File: src/rtl/pad_cfg_shifter.sv
// rtl/pad_cfg_shifter.sv - serialises the packed pad configuration into the pad-ring chain
module pad_cfg_shifter #(
  parameter int N_PADS  = 32,
  parameter int CFG_W   = 6,
  parameter int CLK_DIV = 4
) (
  input  logic                      HCLK,
  input  logic                      HRESETn,
  input  logic [N_PADS*CFG_W-1:0]   pad_cfg_i,
  input  logic                      force_i,
  output logic                      cfg_sclk_o,
  output logic                      cfg_sdata_o,
  output logic                      cfg_latch_o,
  output logic                      busy_o,
  output logic                      done_o
);

  localparam int TOTAL = N_PADS * CFG_W;
  localparam int BCW   = $clog2(TOTAL + 1);
  localparam logic [7:0]     DIV_LAST = 8'(CLK_DIV - 1);
  localparam logic [BCW-1:0] BITS     = BCW'(TOTAL);

  typedef enum logic [1:0] {IDLE, SHIFT, LATCH} state_t;

  state_t             state, state_nxt;
  logic [TOTAL-1:0]   shadow, shadow_nxt;
  logic [TOTAL-1:0]   shreg, shreg_nxt;
  logic [BCW-1:0]     bit_cnt, bit_cnt_nxt;
  logic [7:0]         div_cnt, div_cnt_nxt;
  logic               force_pend, force_pend_nxt;
  logic               init_pend, init_pend_nxt;
  logic               sclk_nxt, sdata_nxt, latch_nxt, busy_nxt, done_nxt;

  always_ff @(posedge HCLK or negedge HRESETn) begin
    if (!HRESETn) begin
      state       <= IDLE;
      shadow      <= '0;
      shreg       <= '0;
      bit_cnt     <= '0;
      div_cnt     <= '0;
      force_pend  <= 1'b0;
      init_pend   <= 1'b1;
      cfg_sclk_o  <= 1'b0;
      cfg_sdata_o <= 1'b0;
      cfg_latch_o <= 1'b0;
      busy_o      <= 1'b0;
      done_o      <= 1'b0;
    end else begin
      state       <= state_nxt;
      shadow      <= shadow_nxt;
      shreg       <= shreg_nxt;
      bit_cnt     <= bit_cnt_nxt;
      div_cnt     <= div_cnt_nxt;
      force_pend  <= force_pend_nxt;
      init_pend   <= init_pend_nxt;
      cfg_sclk_o  <= sclk_nxt;
      cfg_sdata_o <= sdata_nxt;
      cfg_latch_o <= latch_nxt;
      busy_o      <= busy_nxt;
      done_o      <= done_nxt;
    end
  end

  always_comb begin
    state_nxt      = state;
    shadow_nxt     = shadow;
    shreg_nxt      = shreg;
    bit_cnt_nxt    = bit_cnt;
    div_cnt_nxt    = div_cnt;
    force_pend_nxt = force_pend | force_i;
    init_pend_nxt  = init_pend;
    sclk_nxt       = cfg_sclk_o;
    sdata_nxt      = cfg_sdata_o;
    latch_nxt      = cfg_latch_o;
    busy_nxt       = busy_o;
    done_nxt       = 1'b0;

    case (state)
      IDLE: begin
        sclk_nxt  = 1'b0;
        sdata_nxt = 1'b0;
        latch_nxt = 1'b0;
        busy_nxt  = 1'b0;
        if ((pad_cfg_i != shadow) || force_pend || init_pend) begin
          // A force pulse arriving in the start cycle is covered by this snapshot.
          state_nxt      = SHIFT;
          shadow_nxt     = pad_cfg_i;
          shreg_nxt      = pad_cfg_i << 1;
          sdata_nxt      = pad_cfg_i[TOTAL-1];
          busy_nxt       = 1'b1;
          bit_cnt_nxt    = BITS;
          div_cnt_nxt    = '0;
          force_pend_nxt = 1'b0;
          init_pend_nxt  = 1'b0;
        end
      end

      SHIFT: begin
        if (div_cnt == DIV_LAST) begin
          div_cnt_nxt = '0;
          if (!cfg_sclk_o) begin
            sclk_nxt = 1'b1;
          end else begin
            bit_cnt_nxt = bit_cnt - BCW'(1);
            sclk_nxt    = 1'b0;
            if (bit_cnt == BCW'(1)) begin
              state_nxt = LATCH;
              sdata_nxt = 1'b0;
              latch_nxt = 1'b1;
            end else begin
              sdata_nxt = shreg[TOTAL-1];
              shreg_nxt = shreg << 1;
            end
          end
        end else begin
          div_cnt_nxt = div_cnt + 8'd1;
        end
      end

      LATCH: begin
        if (div_cnt == DIV_LAST) begin
          div_cnt_nxt = '0;
          state_nxt   = IDLE;
          latch_nxt   = 1'b0;
          busy_nxt    = 1'b0;
          done_nxt    = 1'b1;
        end else begin
          div_cnt_nxt = div_cnt + 8'd1;
        end
      end

      default: state_nxt = IDLE;
    endcase
  end

endmodule

File: config.mk
export PLATFORM = sky130hd
export DESIGN_NAME = pad_cfg_shifter
export DESIGN_NICKNAME = d
export VERILOG_FILES = /design/src/rtl/pad_cfg_shifter.sv
export SDC_FILE = /design/constraint.sdc
export NUM_CORES = 1
export LEC_CHECK = 0
export BUFFER_PORTS_ARGS = -buffer_cell sky130_fd_sc_hd__buf_4
export CAP_MARGIN = 20
export CELL_PAD_IN_SITES_DETAIL_PLACEMENT = 0
export CELL_PAD_IN_SITES_GLOBAL_PLACEMENT = 2
export CORE_AREA = 8 8 233 235
export DETAILED_ROUTE_END_ITERATION = 7
export DIE_AREA = 0 0 241 243
export GPL_ROUTABILITY_DRIVEN = 0
export PLACE_DENSITY_LB_ADDON = 0.1
export SYNTH_ARGS = -nofsm -noshare
export SYNTH_HDL_FRONTEND = slang
export SYNTH_SLANG_ARGS = --single-unit
File: constraint.sdc
create_clock -name HCLK -period 4 [get_ports HCLK]
set_input_delay 0.4 -clock HCLK [delete_from_list [all_inputs] [get_ports HCLK]]
set_output_delay 0.4 -clock HCLK [all_outputs]
set_load 0.005 [all_outputs]
* Yosys cells after proc, flatten, opt, wreduce, memory -nomap -nowiden *
Index checks and enable logic that the tools add are counted.

word-level totals
  register bits after elaboration = 409
  input port bits = 195
  output and inout bits = 5
  logic and storage cells = 80

operators by class
  add/subtract/negate cells = 2
  equal/unequal tests = 11
  mux-type cells = 37
  bitwise operators = 1
  reductions and logical operators = 17

operator list
  cell                                                  number
  2-to-1 mux 192 bit                                    4
  one-hot mux 192 bit (2 select lines)                  1
  inequality test 192 bit                               1
  2-to-1 mux 8 bit                                      5
  one-hot mux 8 bit (2 select lines)                    2
  2-to-1 mux 1 bit                                      15
  AND reduction 5 bit                                   3
  inequality test 2 bit (second input constant)         6
  2-to-1 mux 2 bit                                      5
  adder 8 x 1 -> 8 bit (second input constant)          1
  equality test 8 x 1 -> 1 bit (second input constant)  1
  equality test 8 x 2 -> 1 bit (second input constant)  1
  AND reduction 2 bit                                   4
  subtractor 8 x 1 -> 8 bit (second input constant)     1
  one-hot mux 1 bit (2 select lines)                    3
  one-hot mux 2 bit (3 select lines)                    1
  nonzero test 2 bit                                    3
  AND reduction 4 bit                                   1
  one-hot mux 1 bit (3 select lines)                    1
  AND reduction 3 bit                                   1
  nonzero test 3 bit                                    1
  equality test 2 x 1 -> 1 bit (second input constant)  1
  equality test 2 bit (second input constant)           1
  logical NOT 2 bit                                     1
  other kinds (3)                                       4

* Depth between registers and ports, before layout *
  depth in word-level cells = 5
  mapped depth = 10
  gate-level depth less buffers = 8

* Worst setup path before layout *
No wires, ideal clock.

  path kind = reg-to-reg
  start = reg shadow[39]
  end = reg shadow[100]
  setup time = 125 ps
  arrival = 2766 ps
  data required time = 3875 ps
  setup slack = 1110 ps
  cell stages (with the launch flop) = 10
  path buffers = 2
  clock period less this slack = 2890 ps
  cell sequence = dfrtp_1 > nor2b_1 > a2111o_1 > a2111oi_0 > nand4_1 > or4_1 > o21ai_1 > buf_2 > buf_4 > mux2_2

on the way
  longest elaborated chain between the ends = 4

RTL lines
  element                        RTL line  text
  start: declaration             26        logic [TOTAL-1:0] shadow, shadow_nxt;
  start signal: assignment       50        shadow <= shadow_nxt;
  inequality test 192 bit        84        if ((pad_cfg_i != shadow) || force_pend || init_pend) begin
  logical OR 1 bit (2 in a row)  84
  AND reduction 2 bit (no line)  --

No other way between the ends.
A chain may end at the register's enable or synchronous reset.

* Worst setup path in the final report *
  start = reg shadow[14]
  end = reg shreg[171]

on the way
  longest elaborated chain between the ends = 5

RTL lines
  element                          RTL line  text
  inequality test 192 bit          84
  logical OR 1 bit (2 in a row)    84
  inequality test 2 bit (no line)  --
  AND reduction 5 bit (no line)    --
  end signal: assignment           51        shreg <= shreg_nxt;
  end: declaration                 27        logic [TOTAL-1:0] shreg, shreg_nxt;

No other way between the ends.

==> flow_summary.yaml <==
hold_path:
  min_path_cells: 2
  hp-class: "primary input to register"
synthesis:
  avgSynthCellArea_um2: 13.56
  syn-num-nets: 1753
  synth_flop_cell: "dfrtp_1"
  synthAdderAreaFrac_pct: 0.4164
  syn_area_um2: 21030
  synth_compound_area_share_pct: 3.766
  synth_edf_count: 0
  netlist_instances: 1551
  synth-simple-area-share_pct: 5.532
  ys_warn_count: 0
  synth_top_family_by_area: "multiplexers"
  synth_cell_type_count: 56
  synth-xor-area-share_pct: 5.538
  synth-seq-area-share_pct: 48.55
  synthArstFlopShare_pct: 100.0
  synth-seq-cells: 408
  synthMuxAreaShare_pct: 32.74
timing:
  worstMarginPinSlew_ns: 0.9636
  relSlewSlack_pct: 35.46
  finalHoldViolCount: 0
  timing.fmax_mhz: 272.1
  finalSetupViolations: 0
  min_period_ns: 3.676
  slew_violations: 0
  rsz0062_at_grt: "no"
  fin_tns_setup_ns: 0
  setup_slack_ns: 0.3245
  period_share_pct: 91.89
  hold_slack_ns: 0.05869
  fin_worst_skew_ns: 0.02290
clock_network:
  cts_tree: "built"
  cts_htree_levels: 2
  cts_buffers: 48
  cts_sinks: 408
  path_clk_slew_ns: 0.06
  clockBufferDepth: 3
  clkLatencyLatePin_ns: 0.58
  cts-root-buf: "clkbuf_16"
layout:
  syn2layout_area_growth_pct: 19.09
  layout-drive-gt1-share_pct: 46.81
  nNetsFinal: 1984
  final_common_cell: "dfrtp_1"
  seq_area_um2: 10210
  layout_common_cells: "407 x dfrtp_1, 356 x mux2_2, 233 x buf_4, 170 x mux2_4, 76 x xor2_1"
  nFillCells: 4518
  multiInputGateArea_um2: 10120
  final_cell_count_no_fill: 2499
routing:
  wl_per_cell_um: 24.61
  vias: 13040
  ant_nets: 0
  route.detailed.drc: 0
  drt_iter0_drc: 699
  drt_pass1_iterations: 6
  drt_wl_total_um: 61500
  via_per_inst: 5.218
floorplanning:
  core_um2: 50680
  io_pins: 200
  row_count: 83
  die-area_um2: 58560
  initial_utilization_pct: 41.50
  die_x_um: 241
  die_height_um: 243
setup_path:
  r2r_setup_slack_ns: 0.32
  reg2reg_from: "shadow[14]"
  arrival_ns: 4.14
  crit_end: "shreg[171]"
  required_ns: 4.46
  ff2ff_path_depth: 9
  crit_path_max_fanout: 29
  startpoint: "shadow[14]"
  path_class: "register to register"
  worstReg2RegEnd: "shreg[171]"
  startpoint_type: "register"
  worst_setup_path_end_kind: "register"
pwr:
  p_leak_nw: 11.07
  cellPowerDensity_nw_per_um2: 382.8
  peakVddDrop_v: 0.0002799
global_route:
  grtUsageTotal_pct: 20.96
  grt_max_degree: 131
  grt_pass1_vias: 13960
  grt_pass1_wl_um: 91470
  overflow: 0
  grt_antenna_before_repair: 2
placed_design:
  preCtsSetupSlack_ns: 0.06843
  dp_cells: 2411
  dp_hpwl_um: 46560
  portBuffers: 199
run:
  maxCapViolCount: 0
outcome:
  status: "finished, final reports clean"
## routing by layer
metal,routed length (µm),vias to the layer above,global-route usage (%)
li1,-,6020,-
met1,28550,6670,29.26
met2,28170,264,32.54
met3,2919,83,3.841
met4,1855,2,6.775
met5,8,-,0
## cell type report
cell class | count | share of cell area, %
clock buffers | 80 | 5.680
multi-input cells | 1008 | 40.40
clock inverters | 6 | 0.1549
diodes | 1 | 0.009990
flip-flops and latches | 408 | 40.77
inverters | 61 | 0.9141
well taps | 680 | 3.397
repair buffers | 255 | 8.682
## flip-flops by register name, summed over array words and instances, names as in the netlist
register	flops
cfg_sclk_o	1
bit_cnt	8
cfg_sdata_o	1
busy_o	1
shadow	192
div_cnt	8
state	2
done_o	1
init_pend	1
shreg	191
cfg_latch_o	1
force_pend	1
## kinds of logic (layout without fill, tap and decap cells)
group           after synthesis  count (layout)
compound gates              109             109
xor+xnor                    133             133
fa+ha+maj                     7               7
buf+inv                     135             402
flops                       408             408
mux                         556             556
other cells                   0               1
simple gates                203             203
## power breakdown
group          internal (mW)  switching, mW
registers               4.33          0.117
clock network           2.41           1.74
logic                  0.503          0.496
total                   7.24           2.35
## cells in the mapped netlist (all sizes together), types with 4 or more instances
master | instances | area (µm²)
a2111o | 10 | 112.6
a21oi | 5 | 25.02
a31oi | 8 | 50.05
and3 | 5 | 31.28
buf | 44 | 386.6
clkbuf | 30 | 112.6
dfrtp | 407 | 10180
ha | 7 | 87.58
inv | 61 | 229.0
mux2 | 545 | 6775
mux2i | 11 | 110.1
nand2 | 32 | 120.1
nand2b | 32 | 200.2
nand3 | 15 | 75.07
nand4 | 20 | 125.1
nor2 | 11 | 41.29
nor2b | 37 | 231.5
nor3 | 8 | 40.04
nor4 | 30 | 193.9
o2111ai | 10 | 87.58
o211ai | 5 | 37.54
o21ai | 28 | 140.1
o22ai | 15 | 93.84
o311ai | 4 | 35.03
o31ai | 4 | 30.03
xnor2 | 57 | 499.2
xor2 | 76 | 665.6
## worst min-delay path by stage
stage / endpoint / start
final: force_pend / force_i
after global routing: shadow[91] / pad_cfg_i[91]
after CTS: force_pend / force_i
after detailed placement: shreg[190] / shreg[190]
after global placement: shreg[61] / shreg[61]
after floorplan: bit_cnt[0] / HRESETn
## worst max-delay path, cell delays in order (launching register included)
cell and delay, ns:
dfrtp_1 0.38, xnor2_1 0.45, nand4_1 0.14, nor4_1 0.45, nand3_1 0.26, or4_1 0.72, o31a_2 0.41, buf_12 0.18
buf_12 0.20, mux2_1 0.33
## repair_timing
item                                   in CTS  in global routing
resized for setup                           0                  0
endpoints found under the hold margin      87                  0
setup endpoints to repair                   0                  0
setup buffers                               0                  0
hold buffers                                1                  0
## stage by stage
| stage | instance area [µm²] | power (mW) | util, % |
|---|---|---|---|
| 3_5_place_dp | 23570 | 5.529 | 46.52 |
| 4_1_cts | 25050 | 9.746 | 49.42 |
| 6_report | 25050 | 9.588 | 49.42 |
| 5_1_grt | 25050 | 9.990 | 49.42 |
| 3_3_place_gp | 23570 | 5.513 | 46.52 |
| 2_1_floorplan | 21030 | 4.938 | - |
(Power assumes the default switching activity.)
